`src/rtl/spy_memory_ctrl.sv`:
```
// Circular spy memory with freeze/clear, occupancy, sticky wrap flag and absolute/relative readout.
// Reads are 1-cycle registered and read-first. Frozen writes are refused and reported; there is no backpressure.
module spy_memory_ctrl #(
    parameter int PTR_WIDTH  = 6,
    parameter int DATA_WIDTH = 32
) (
    input  logic                  clock,
    input  logic                  reset,
    input  logic                  write_enable,
    input  logic [DATA_WIDTH-1:0] write_data,
    input  logic                  freeze,
    input  logic                  clear,
    input  logic                  read_enable,
    input  logic [PTR_WIDTH-1:0]  read_addr,
    input  logic                  read_relative,
    output logic [DATA_WIDTH-1:0] read_data,
    output logic                  read_valid,
    output logic                  read_oob,
    output logic [PTR_WIDTH-1:0]  write_pointer,
    output logic [PTR_WIDTH:0]    occupancy,
    output logic                  looped,
    output logic                  write_dropped
);
    localparam int DEPTH = 2 ** PTR_WIDTH;
    localparam logic [PTR_WIDTH:0] FULL = (PTR_WIDTH + 1)'(DEPTH);

    logic [DATA_WIDTH-1:0] mem [DEPTH];

    logic                 accept;
    logic                 refuse;
    logic [PTR_WIDTH-1:0] rd_index;
    logic                 rd_oob;

    always_comb begin
        accept = write_enable && !freeze && !clear;
        refuse = write_enable && freeze && !clear;
        // Relative offsets count back from the newest word, wrapping modulo DEPTH.
        if (read_relative) begin
            rd_index = write_pointer - PTR_WIDTH'(1) - read_addr;
            rd_oob   = {1'b0, read_addr} >= occupancy;
        end else begin
            rd_index = read_addr;
            rd_oob   = (occupancy < FULL) && (read_addr >= write_pointer);
        end
    end

    always_ff @(posedge clock) begin
        if (accept && !reset) begin
            mem[write_pointer] <= write_data;
        end
    end

    // Non-blocking read of mem gives read-first behaviour on a same-address collision.
    always_ff @(posedge clock) begin
        if (reset) begin
            read_data  <= '0;
            read_valid <= 1'b0;
            read_oob   <= 1'b0;
        end else begin
            read_valid <= read_enable;
            if (read_enable) begin
                read_data <= mem[rd_index];
                read_oob  <= rd_oob;
            end
        end
    end

    always_ff @(posedge clock) begin
        if (reset) begin
            write_pointer <= '0;
            occupancy     <= '0;
            looped        <= 1'b0;
            write_dropped <= 1'b0;
        end else begin
            write_dropped <= refuse;
            if (clear) begin
                write_pointer <= '0;
                occupancy     <= '0;
                looped        <= 1'b0;
            end else if (accept) begin
                write_pointer <= write_pointer + PTR_WIDTH'(1);
                if (occupancy != FULL) begin
                    occupancy <= occupancy + (PTR_WIDTH + 1)'(1);
                end
                if (write_pointer == {PTR_WIDTH{1'b1}}) begin
                    looped <= 1'b1;
                end
            end
        end
    end
endmodule

```
`config.mk`:
```
export PLATFORM = sky130hd
export DESIGN_NAME = spy_memory_ctrl
export DESIGN_NICKNAME = d
export VERILOG_FILES = /design/src/rtl/spy_memory_ctrl.sv
export SDC_FILE = /design/constraint.sdc
export NUM_CORES = 2
export LEC_CHECK = 0
export ABC_AREA = 1
export CAP_MARGIN = 20
export CORE_MARGIN = 5
export CORE_UTILIZATION = 30
export DETAILED_ROUTE_END_ITERATION = 8
export MAX_ROUTING_LAYER = met4
export SYNTH_ARGS = -nofsm -noshare
export SYNTH_HDL_FRONTEND = slang
export SYNTH_SLANG_ARGS = --single-unit
```
`constraint.sdc`:
```
create_clock -name clock -period 10.84 [get_ports clock]
set_input_delay 1.626 -clock clock [delete_from_list [all_inputs] [get_ports clock]]
set_output_delay 1.626 -clock clock [all_outputs]
set_load 0.01 [all_outputs]
```
# ---- After elaboration in Yosys (flattened, before gate mapping)
# Memory sizes are Yosys's and may differ from the RTL's. A register that Yosys moved wholly into a read port is not among the register bits.
# Cells that the tools add are included.
dict set report totals {
  memories 1
  elab_cells 32
  register_bits 17
  in_bits 45
  ramBits 2048
  output_inout_bits 49
}
# name words width rd rd_ports_with_merged_regs wr line_no
set memory_table {}
lappend memory_table {mem 64 32 1 1 1 27} ;# logic [DATA_WIDTH-1:0] mem [DEPTH];
dict set report op_classes {
  n_lt_le_gt_ge 3
  n_eq_ne 2
  reduce_logical 12
  add_sub_neg 4
  n_mux 4
}
# operator n
set op_table {}
lappend op_table {{$add 7x1->7 const B} 1}
lappend op_table {{$ge 6x7->1} 1}
lappend op_table {{$lt 7x7->1 const B} 1}
lappend op_table {{$ne 7x7->1 const B} 1}
lappend op_table {{$add 6x1->6 const B} 1}
lappend op_table {{$eq 6x6->1 const B} 1}
lappend op_table {{$ge 6x6->1} 1}
lappend op_table {{$logic_and 1x1->1} 6}
lappend op_table {{$mux 6} 1}
lappend op_table {{$sub 6x1->6 const B} 1}
lappend op_table {{$sub 6x6->6} 1}
lappend op_table {{$reduce_and 2->1} 2}
lappend op_table {{$logic_not 1->1} 3}
lappend op_table {{$mux 1} 3}
lappend op_table {{$reduce_or 2->1} 1}

# ---- Logic depth before layout (Yosys ltp)
dict set report logic_depth {
  ltp_word 6
  mapped_depth 18
  ltp_nobuf 16
}

# ---- Worst setup path after synthesis
# Ideal clock, no wire load.
dict set report synth_timing {
  kind {input to register}
  from {in clear}
  to {mem mem[0][0], enable pin}
  slack_ns 6.208
  required_ns 10.419
  setup_ns 0.421
  arrival_time_ns 4.211
  path_stages 5
  path_cell_list {nor2_1 -> clkinv_1 -> nor3_1 -> nand3_1 -> nor2_1}
}
dict set report synth_via {
  elab_chain_len 5
}
# item line_no
set synth_rtl {}
lappend synth_rtl {{from (decl)} 12} ;# input logic clear,
lappend synth_rtl {{$logic_not 1->1} 35} ;# accept = write_enable && !freeze && !clear;
lappend synth_rtl {{$logic_and 1x1->1} 35}
lappend synth_rtl {{$logic_and 1x1->1} 48} ;# if (accept && !reset) begin
lappend synth_rtl {{$mux 1} 48}
lappend synth_rtl {{$mux 1 (not written as such)} 49} ;# mem[write_pointer] <= write_data;
lappend synth_rtl {{to (decl)} 27}
# No other way between the ends.

# ---- Worst setup path after layout
dict set report layout_timing {
  from {in read_addr[0]}
  to {reg read_data[20] (read register of mem)}
}
dict set report layout_via {
  elab_chain_len 2
}
# item line_no
set layout_rtl {}
lappend layout_rtl {{from (decl)} 14} ;# input logic [PTR_WIDTH-1:0] read_addr,
lappend layout_rtl {{$sub 6x6->6} 39} ;# rd_index = write_pointer - PTR_WIDTH'(1) - read_addr;
lappend layout_rtl {{$mux 6 *} 38} ;# if (read_relative) begin
lappend layout_rtl {{to (decl)} 16} ;# output logic [DATA_WIDTH-1:0] read_data,
# Every way passes the cells marked *; elsewhere a longest branch is shown, timed or not.
# A chain may end at the register's enable or synchronous reset.

==> metrics <==
Area growth, synth to finish=12.89%; Worst-Skew Late Latency=0.88 ns; Synth Warn #=0; layout cells sized above 1=under 10%; Max FO, Critical Path=just over 90; Ports=94; Leakage Power=44.40 nW; Synth Net Count=9,456; Clock Path Buffers=3; RR Endpoint=read_data[20]$_SDFFE_PP0P_; sequential power share=50.4%; Critical Path End Type=flip-flop; htree depth=4; DR WL/cell=21.25 um; first-pass GRT wire length=422,000 um; Clk Tree Root Cell=clkbuf_16; Post-Layout Cell Count=13,650; Initial DRC Count=7,326; CTS tree=yes; # fillers=31,090; commonest non-fill, non-tap cell in the layout=nand3_1; nets@finish=9,388; normalized max-slew margin=17.48%; r2r setup slk=5.79 ns; Logic pwr share=10.1%; initial core utilization=30.12%; ys flop type=edfxtp_1; r2r worst-path depth=13; Hold Path Class=flip-flop to flip-flop; register area=0.06248 mm^2; worst-margin pin slew=1.238 ns; commonest cells after routing, fill and taps aside=nand3_1, nand2_1, edfxtp_1; Setup crit start kind=input port; Critical R2R Launch=write_pointer[0]$_SDFFE_PP0P_; post-CTS resize count=0; detailed placer's ending HPWL=152,000 um; FMAX=roughly 170 MHz; gr usage total=roughly 18%; endpoints failing hold=0; sw frac=25.52%; cell count after placement=around 13,000; DRT antenna net count=0; Die Y=569.6 um; Syn Std Cell Area=about 0.094 mm^2; CTS Hold Bufs=0; status=finished, final reports clean; vias=~65,000; Multi-input gate area=0.02219 mm^2; number of detailed-route iterations in the first pass=7; most frequent CP cell=nand3_1; peak supply drop=0.1641 mV; Async SR Flop Fraction=0%; Placed Area=0.09949 mm^2; num rows=about 210; RSZ-0062 raised after global routing=false; pin count of the biggest net entering global routing=158; Int Pwr=13.22 mW; Final GP Congestion=between 0.8 and 0.9; vias in the first global route=60,940; Core ar.=0.3119 mm^2; P_sw=4.528 mW; CTS buffer count=207; Die Wd=569.6 um; CP peak stage delay=between 0.9 and 1 ns; CTS sink cnt=about 2,100; initial antenna violation count=15; Setup Fix Bufs, Post-CTS=0; final setup TNS=0 ns; grt ovf=0; critical path type=input port to flip-flop; final setup violation count=0; max-cap viol count=0; sequential share of the synthesized area=66.50%; arrival time worst endpoint=6.74 ns; final worst-path cycle share=55.41%; worst setup path end=read_data[20]$_SDFFE_PP0P_; post-layout util=34.01%; Post-synth EDFFs=2,048; Remaining DRCs=0; Post-Route WL=290,100 um; crit path max-delay cell type=buf_4; crit path from=read_addr[0]; CP cell instances=clkdlybuf4s50_1 > inv_1 > ha_1 > nand2_4 > buf_4 > buf_4 > nand3_1 > nand3_1 > nand3_1 > nand3_1 > nand3_1 > nand3_1 > nand2_1 > nor2_1 > nor2_1; cells after synthesis=9,390; Yosys reg bits=2,097; synth unique cells=32; Final Max Slew Viols=0; Clock power frac=between 30% and 40%; die area=0.3245 mm^2; fin area=0.1061 mm^2; Clock Skew=about 0.066 ns; min Tclk post-route=6.006 ns; power per cell area=167.3 mW/mm^2; IO Port Bufs=between 90 and 100; vias per inst=4.791; WHS=0.4709 ns; Worst Path Required=11.57 ns; mean post-synth cell area=10.01 um^2; Clock transition at path regs=about 0.06 ns
[cell usage after synthesis, types with 2 or more instances]
cell type  number  area share, %
edfxtp_1     2048             65
inv_2           2         0.0080
clkinv_1        2         0.0080
o21ai_0        41           0.22
nand3_1      2201             12
nand3b_1      129            1.0
ha_1           20           0.27
dfxtp_1        49            1.0
nand2_1      2180            8.7
a21oi_1        18          0.096
nor3_1         10          0.053
or2_2           3          0.020
buf_1          63           0.25
nand4_1         7          0.047
buf_4          30           0.24
clkbuf_1      141           0.56
nor2_1        174           0.70
buf_2         297            1.6
inv_1        1957            7.8
o211ai_1        2          0.016
nand2_2         5          0.033
[flip-flops by register name, indices dropped and copies added, names as in the netlist]
signal         cells
mem             2048
read_data         32
occupancy          7
write_pointer      6
looped             1
read_oob           1
read_valid         1
write_dropped      1
[per-stage QoR]
stage / worst slack [ns] / total power [mW]
global route: 4.731 / 18.28
floorplan: 6.208 / 10.11
global placement: 4.087 / 10.88
CTS: 4.989 / 17.82
finish: 4.834 / 17.74
detailed placement: 4.059 / 10.88
[power by group through the flow]
| stage | sequential [mW] | clock (mW) | combinational [mW] |
|---|---|---|---|
| CTS | 8.94 | 7.10 | 1.77 |
| global route | 8.93 | 7.42 | 1.93 |
| finish | 8.94 | 7.02 | 1.79 |
| floorplan | 9.09 | 0 | 1.02 |
| global placement | 9.11 | 0 | 1.77 |
| detailed placement | 9.11 | 0 | 1.77 |
[worst min path at each step]
stage                                      from                    end  slack, ns  cells after the start
after floorplan           read_oob$_SDFFE_PP0P_  read_oob$_SDFFE_PP0P_       0.48                      2
after global placement    read_oob$_SDFFE_PP0P_  read_oob$_SDFFE_PP0P_       0.46                      2
after detailed placement  read_oob$_SDFFE_PP0P_  read_oob$_SDFFE_PP0P_       0.46                      2
after CTS                 read_oob$_SDFFE_PP0P_  read_oob$_SDFFE_PP0P_       0.47                      2
after global routing        looped$_SDFFE_PP0P_    looped$_SDFFE_PP0P_       0.51                      2
final                     read_oob$_SDFFE_PP0P_  read_oob$_SDFFE_PP0P_       0.47                      2
[logic make-up (layout without fill, tap and decap cells)]
group / after synthesis / in the layout / share of synthesized area, %
other: 0 / 18 / 0
buffers and inverters: 2493 / 2597 / 10.48
adder cells (fa/ha/maj): 21 / 21 / 0.2877
AO/OA/AOI/OAI: 68 / 68 / 0.3942
flip-flops: 2097 / 2097 / 66.50
AND/OR/NAND/NOR: 4711 / 4711 / 22.33
[critical path: cells and delay by family]
family / cells / cell delay (ns)
and+or+nand+nor: 10 / 1.99
adders and majority gates: 1 / 0.38
buffers and inverters: 4 / 2.47
[per-layer routing]
metal  vias to the layer above  global-route usage (%)  part of all wire [%]
met3                       518                   2.240                   7.1
met5                         -                       -                     0
met1                     31760                   22.37                    40
li1                      30340                       -                     -
met2                      2795                   28.84                    48
met4                         0                   8.636                   5.2
[area by class of cell]
| class | count | area share (%) |
|---|---|---|
| tap | 4140 | 4.884 |
| multi-input combinational | 4800 | 20.92 |
| clock buffer | 265 | 5.225 |
| sequential | 2097 | 58.91 |
| inverter | 1961 | 6.947 |
| timing repair buffer | 255 | 2.140 |
| antenna | 18 | 0.04247 |
| clock inverter | 116 | 0.9308 |
Note: power is estimated with default switching activity, not from simulation.
